--- src/rtl/sass_note_pkg.sv ---
// sass_note_pkg: note codes, note type and mixer FSM states shared by the
// sequencer players, the sustain mixer and the tone generator.
package sass_note_pkg;
  typedef logic [3:0] note_t;
  localparam note_t OFF      = 4'd0;
  localparam note_t LOW_C    = 4'd1;
  localparam note_t LOW_CS   = 4'd2;
  localparam note_t LOW_D    = 4'd3;
  localparam note_t LOW_DS   = 4'd4;
  localparam note_t LOW_E    = 4'd5;
  localparam note_t LOW_F    = 4'd6;
  localparam note_t LOW_FS   = 4'd7;
  localparam note_t LOW_G    = 4'd8;
  localparam note_t LOW_GS   = 4'd9;
  localparam note_t LOW_A    = 4'd10;
  localparam note_t LOW_AS   = 4'd11;
  localparam note_t LOW_B    = 4'd12;
  localparam note_t HIGH_C   = 4'd13;
  localparam note_t NOTE_MAX = 4'd13;
  typedef enum logic [1:0] {IDLE = 2'd0, HOLD = 2'd1, GAP = 2'd2} mixer_state_t;
endpackage

--- src/rtl/note_sustain_mixer_if.sv ---
// note_sustain_mixer_if: player/piano/beat inputs and tone-generator outputs of the mixer.
interface note_sustain_mixer_if #(parameter int NUM_PLAYERS = 8);
  import sass_note_pkg::*;
  logic [4*NUM_PLAYERS-1:0] player_notes;
  note_t piano_note;
  logic [3:0] beat;
  logic sequencer_on;
  note_t note_out;
  logic note_active;
  logic new_note;
  modport master (output player_notes, piano_note, beat, sequencer_on,
                  input  note_out, note_active, new_note);
  modport slave  (input  player_notes, piano_note, beat, sequencer_on,
                  output note_out, note_active, new_note);
endinterface

--- src/rtl/note_priority_select.sv ---
// note_priority_select: picks the note of the lowest-index player holding a legal code (1..13).
module note_priority_select
  import sass_note_pkg::*;
#(
  parameter int NUM_PLAYERS = 8
) (
  input  logic [4*NUM_PLAYERS-1:0] player_notes_i,
  output note_t                    cand_o
);
  always_comb begin
    cand_o = OFF;
    for (int i = NUM_PLAYERS - 1; i >= 0; i--)
      cand_o = (player_notes_i[4*i +: 4] != OFF && player_notes_i[4*i +: 4] <= NOTE_MAX) ?
               player_notes_i[4*i +: 4] : cand_o;
  end
endmodule

--- src/rtl/note_sustain_mixer.sv ---
// note_sustain_mixer: merges player notes by priority, sustains each note, inserts an
// articulation gap, and passes the piano note through when the sequencer is off.
module note_sustain_mixer
  import sass_note_pkg::*;
#(
  parameter int NUM_PLAYERS    = 8,
  parameter int SUSTAIN_CYCLES = 2500,
  parameter int GAP_CYCLES     = 100,
  parameter int CNT_W          = 12
) (
  input  logic                clk,
  input  logic                n_rst,
  note_sustain_mixer_if.slave bus
);
  if (SUSTAIN_CYCLES < 1 || GAP_CYCLES < 0 || SUSTAIN_CYCLES - 1 >= (1 << CNT_W) ||
      GAP_CYCLES - 1 >= (1 << CNT_W)) begin : g_bad_params
    $error("note_sustain_mixer: CNT_W too small or SUSTAIN_CYCLES < 1");
  end
  localparam logic [CNT_W-1:0] SUS_LD = CNT_W'(SUSTAIN_CYCLES - 1);
  localparam logic [CNT_W-1:0] GAP_LD = CNT_W'(GAP_CYCLES > 0 ? GAP_CYCLES - 1 : 0);
  mixer_state_t     state_q, state_d;
  logic [CNT_W-1:0] cnt_q, cnt_d;
  note_t            held_q, held_d, note_q, note_d, cand;
  logic [3:0]       beat_q;
  logic             active_q, new_q, new_d, load, beat_chg;
  note_priority_select #(.NUM_PLAYERS(NUM_PLAYERS)) u_sel (
    .player_notes_i(bus.player_notes),
    .cand_o        (cand)
  );
  assign beat_chg = bus.beat != beat_q;
  always_ff @(posedge clk or negedge n_rst) begin
    if (!n_rst) begin
      state_q  <= IDLE;
      cnt_q    <= '0;
      held_q   <= OFF;
      beat_q   <= '0;
      note_q   <= OFF;
      active_q <= 1'b0;
      new_q    <= 1'b0;
    end else begin
      state_q  <= state_d;
      cnt_q    <= cnt_d;
      held_q   <= held_d;
      beat_q   <= bus.beat;
      note_q   <= note_d;
      active_q <= note_d != OFF;
      new_q    <= new_d;
    end
  end
  always_comb begin
    state_d = state_q;
    cnt_d   = cnt_q;
    held_d  = held_q;
    load    = 1'b0;
    if (!bus.sequencer_on) begin
      state_d = IDLE;
      cnt_d   = '0;
      held_d  = OFF;
    end else begin
      case (state_q)
        IDLE: load = cand != OFF;
        HOLD: begin
          if (cand != OFF && (cand != held_q || beat_chg)) load = 1'b1;
          else if (cand != OFF) cnt_d = SUS_LD;
          else if (cnt_q != '0) cnt_d = cnt_q - CNT_W'(1);
          else begin
            state_d = GAP_CYCLES > 0 ? GAP : IDLE;
            cnt_d   = GAP_LD;
          end
        end
        GAP: begin
          // A new note cuts the gap short rather than being dropped.
          if (cand != OFF) load = 1'b1;
          else if (cnt_q == '0) state_d = IDLE;
          else cnt_d = cnt_q - CNT_W'(1);
        end
        default: begin
          state_d = IDLE;
          cnt_d   = '0;
        end
      endcase
      if (load) begin
        state_d = HOLD;
        held_d  = cand;
        cnt_d   = SUS_LD;
      end
    end
  end
  always_comb begin
    note_d = !bus.sequencer_on ? (bus.piano_note > NOTE_MAX ? OFF : bus.piano_note) :
             (state_d == HOLD ? held_d : OFF);
    new_d  = !bus.sequencer_on ? (note_d != OFF && note_d != note_q) : load;
  end
  assign bus.note_out    = note_q;
  assign bus.note_active = active_q;
  assign bus.new_note    = new_q;
endmodule

--- src/flat_wrapper.sv ---
// flat-port wrapper written by rule: the top's interface ports become plain ports
module note_sustain_mixer_flat import sass_note_pkg::*;
#(
  parameter int NUM_PLAYERS    = 8,
  parameter int SUSTAIN_CYCLES = 2500,
  parameter int GAP_CYCLES     = 100,
  parameter int CNT_W          = 12
)
  (clk, n_rst, bus_player_notes, bus_piano_note, bus_beat, bus_sequencer_on, bus_note_out, bus_note_active, bus_new_note);
  note_sustain_mixer_if #(.NUM_PLAYERS(NUM_PLAYERS)) bus_i ();
  input  logic clk;
  input  logic n_rst;
  input wire logic [$bits(bus_i.player_notes)-1:0] bus_player_notes;
  input wire logic [$bits(bus_i.piano_note)-1:0] bus_piano_note;
  input wire logic [$bits(bus_i.beat)-1:0] bus_beat;
  input wire logic [$bits(bus_i.sequencer_on)-1:0] bus_sequencer_on;
  output wire logic [$bits(bus_i.note_out)-1:0] bus_note_out;
  output wire logic [$bits(bus_i.note_active)-1:0] bus_note_active;
  output wire logic [$bits(bus_i.new_note)-1:0] bus_new_note;
  assign bus_i.player_notes = bus_player_notes;
  assign bus_i.piano_note = bus_piano_note;
  assign bus_i.beat = bus_beat;
  assign bus_i.sequencer_on = bus_sequencer_on;
  assign bus_note_out = bus_i.note_out;
  assign bus_note_active = bus_i.note_active;
  assign bus_new_note = bus_i.new_note;
  note_sustain_mixer #(.NUM_PLAYERS(NUM_PLAYERS), .SUSTAIN_CYCLES(SUSTAIN_CYCLES), .GAP_CYCLES(GAP_CYCLES), .CNT_W(CNT_W)) u_core (.clk(clk), .n_rst(n_rst), .bus(bus_i));
endmodule
--- config.mk ---
export PLATFORM = sky130hd
export DESIGN_NAME = note_sustain_mixer_flat
export DESIGN_NICKNAME = d
export VERILOG_FILES = /design/src/rtl/sass_note_pkg.sv /design/src/rtl/note_sustain_mixer_if.sv /design/src/rtl/note_priority_select.sv /design/src/rtl/note_sustain_mixer.sv /design/src/flat_wrapper.sv
export SDC_FILE = /design/constraint.sdc
export NUM_CORES = 1
export LEC_CHECK = 0
export ABC_CLOCK_PERIOD_IN_PS = 5170
export CAP_MARGIN = 15
export CORE_UTILIZATION = 55
export CTS_BUF_LIST = sky130_fd_sc_hd__clkbuf_8 sky130_fd_sc_hd__clkbuf_16
export DETAILED_ROUTE_END_ITERATION = 16
export GPL_ROUTABILITY_DRIVEN = 1
export PLACE_DENSITY_LB_ADDON = 0.05
export SKIP_LAST_GASP = 1
export SYNTH_ARGS = -nofsm -noshare
export SYNTH_HDL_FRONTEND = slang
export SYNTH_SLANG_ARGS = --single-unit
--- constraint.sdc ---
create_clock -name clk -period 5.17 [get_ports clk]
set_clock_uncertainty 0.1 [all_clocks]
set_input_delay 1.2925 -clock clk [delete_from_list [all_inputs] [get_ports clk]]
set_output_delay 1.2925 -clock clk [all_outputs]
set_load 0.03 [all_outputs]
==> reports/metrics.yaml <==
ys_warn_count: 0
clockBufferDepth: 2
async_reset_ff_share_pct: 100.0
combPwrFrac_pct: 46.3
clkPwrFrac_pct: 17.2
grt_util_all_layers_pct: 28.57
fmax_mhz: 214.6
hpwlAfterDp_mm: 5.237
critPathMaxFanout: 7
maxCapViolCount: 0
syn-cell-area_um2: 2557
p_int_w: 0.0004764
routedWlPerCell_um: 15.07
slowest_delay_ns: 0.58
worst_path_max_delay_cell: "or4_1"
clkTransAtPathRegs_ns: 0.10
min_from: "u_core.cnt_q[4]$_DFFE_PN0P_"
root_buffer: "clkbuf_8"
layout_commonest_cell: "clkdlybuf4s50_1"
crit_chain: "clkdlybuf4s50_1 > or4_1 > a22oi_1 > o211ai_1 > a21oi_1 > xnor2_1 > a211oi_1 > a311oi_4 > nand2_4 > and3_1 > o31a_1 > a2111o_1"
final_cell_mix: "clkdlybuf4s50_1, nand2_1, nor2_1"
overflow: 0
critical-path-top-delay-family: "compound AO/OA/AOI/OAI gates"
relSlewSlack_pct: 66.51
numCtsBuffers: 3
power_density_nw_per_um2: 246.3
synthDistinctLibCells: 57
synth_cells: 335
ys_seq_area_share_pct: 27.40
io_buffer_count: 48
synth_ff_type: "dfrtp_1"
start_kind: "primary input"
drt_iter0_drc: 213
min_path_type: "reg2reg"
tns_ns: 0
tightest_slew_ns: 0.4978
final-hold-violation-count: 0
synth-edff-count: 0
antenna_found_initial: 0
core_region_area_um2: 4414
ctsResizeCount: 0
nets: 438
outcome: "complete, no violations"
critical_path_required_ns: 5.24
post-route-period-util_pct: 90.14
crit_buf_inv: 1
arrival_ns: 4.73
p_sw_share_pct: 39.50
crit_start: "bus_player_notes[25]"
worstSetupPathType: "in2reg"
ctsHoldBuffers: 0
syn_area_per_cell_um2: 7.634
rsz0062_at_grt: "no"
firstDrtPassIters: 4
hold_ws_ns: 0.4602
drv_slew: 0
synth_seq_cells: 28
grt_pass1_vias: 2559
setup_violations: 0
drive_gt1_share_pct: 7.712
die_w_um: 70.19
vias: 2740
p_switching_w: 0.0003110
dieArea_um2: 4927
vias_per_cell: 6.213
worstReg2RegStart: "u_core.beat_q[3]$_DFF_PN0_"
cts_tree: "done"
routed_wl_mm: 6.644
die_h_um: 70.19
clkLatencyLatePin_ns: 0.28
postCtsSetupBuffers: 0
timing.final.crit_period_ns: 4.660
area_delta_synth_final_pct: 25.00
grt_max_degree: 29
clock_sinks: 28
drtAntennaViolNets: 0
yosysTopAreaCell: "dfrtp_1"
n_antenna_cell: 0
num-fill-cells: 382
end_kind: "flop"
p_leak_nw: 1.266
dpl_cell_area_um2: 3142
vdd_drop_max_uv: 188.0
gp_congestion: 0.9402
htree_levels: 1
syn-num-nets: 383
grt_pass1_wl_mm: 11.46
start_util_pct: 57.94
yosys.area.top_type_share_pct: 27.40
power_frac_seq_pct: 36.5
final_area_um2: 3197
drc_errors: 0
ios: 49
ys_top_cells_by_area: "dfrtp_1, nand2_1, nor3_1"
placementRows: 24
power by group through the flow:
stage          combinational [W]  sequential [W]  clock, W
3_5_place_dp            0.000360        0.000291         0
6_report                0.000365        0.000287  0.000135
2_1_floorplan           0.000228        0.000297         0
4_1_cts                 0.000363        0.000286  0.000140
5_1_grt                 0.000402        0.000292  0.000148
3_3_place_gp            0.000354        0.000289         0
tightest hold or removal path, stage by stage, from the launching register on:
cell and delay (ns):
dfrtp_1 0.39, nand2_1 0.06, a21boi_0 0.07
layer usage:
| metal | up-vias | global-route usage [%] | wire length [um] |
|---|---|---|---|
| met2 | 75 | 48.50 | 3167 |
| met5 | - | 0 | 0 |
| met1 | 1281 | 39.13 | 3101 |
| met3 | 7 | 3.175 | 301 |
| li1 | 1377 | - | - |
| met4 | 0 | 6.444 | 74 |
state kept, by name, summed over array words and instances, names as in the netlist:
name	cells
u_core.beat_q	4
u_core.bus.new_note	1
u_core.bus.note_active	1
u_core.bus.note_out	4
u_core.cnt_q	12
u_core.held_q	4
u_core.state_q	2
stage by stage:
step	cells	power, W	utilization, %	setup WS, ns
detailed placement	437	0.0006507	71.17	0.2231
CTS	441	0.0007886	72.42	0.5242
finish	441	0.0007873	72.42	0.5096
global placement	437	0.0006423	71.17	0.2320
floorplan	335	0.0005245	-	0.8938
global route	441	0.0008421	72.42	0.2299
synthesized netlist by cell type, types with 4 or more instances:
cell and count:
a21oi_1 23, nand2b_1 5, ha_1 5, o22ai_1 8
inv_1 16, a211oi_1 6, and3_1 7, nor2_1 32
o21ai_0 11, nand3_1 12, and2_1 4, nor3_1 24
xor2_1 10, a31oi_1 6, a21boi_0 8, or4_1 4
xnor2_1 4, nand2_1 40, o211ai_1 7, clkbuf_1 6
dfrtp_1 28, nor4_1 9, o2111ai_1 5
final cells by class:
type	count	area (um2)	share of cell area (%)
Clock buffer	4	55.05	1.722
Inverter	16	60.06	1.879
Timing Repair Buffer	60	570.5	17.85
Sequential cell	28	700.7	21.92
Multi-Input combinational cell	281	1745	54.60
Tap cell	52	65.06	2.035
cells by family after synthesis:
family	share of synthesized area, %
buf+inv	4.354
simple gates	29.60
fa+ha+maj	2.446
compound gates	29.80
mux	1.614
flops	27.40
xor+xnor	4.794
final timing paths:
kind | to | depth (start not counted) | slack [ns]
max in group asynchronous | u_core.cnt_q[4]$_DFFE_PN0P_ | 2 | 3.41
min | u_core.cnt_q[4]$_DFFE_PN0P_ | 2 | 0.46
min reg2reg | u_core.cnt_q[4]$_DFFE_PN0P_ | 2 | 0.46
max | u_core.bus.note_active$_DFF_PN0_ | 12 | 0.51
min in group asynchronous | u_core.held_q[2]$_DFF_PN0_ | 2 | 1.29
max reg2reg | u_core.bus.note_active$_DFF_PN0_ | 11 | 2.07
No activity file was read; power rests on OpenSTA's default activity.
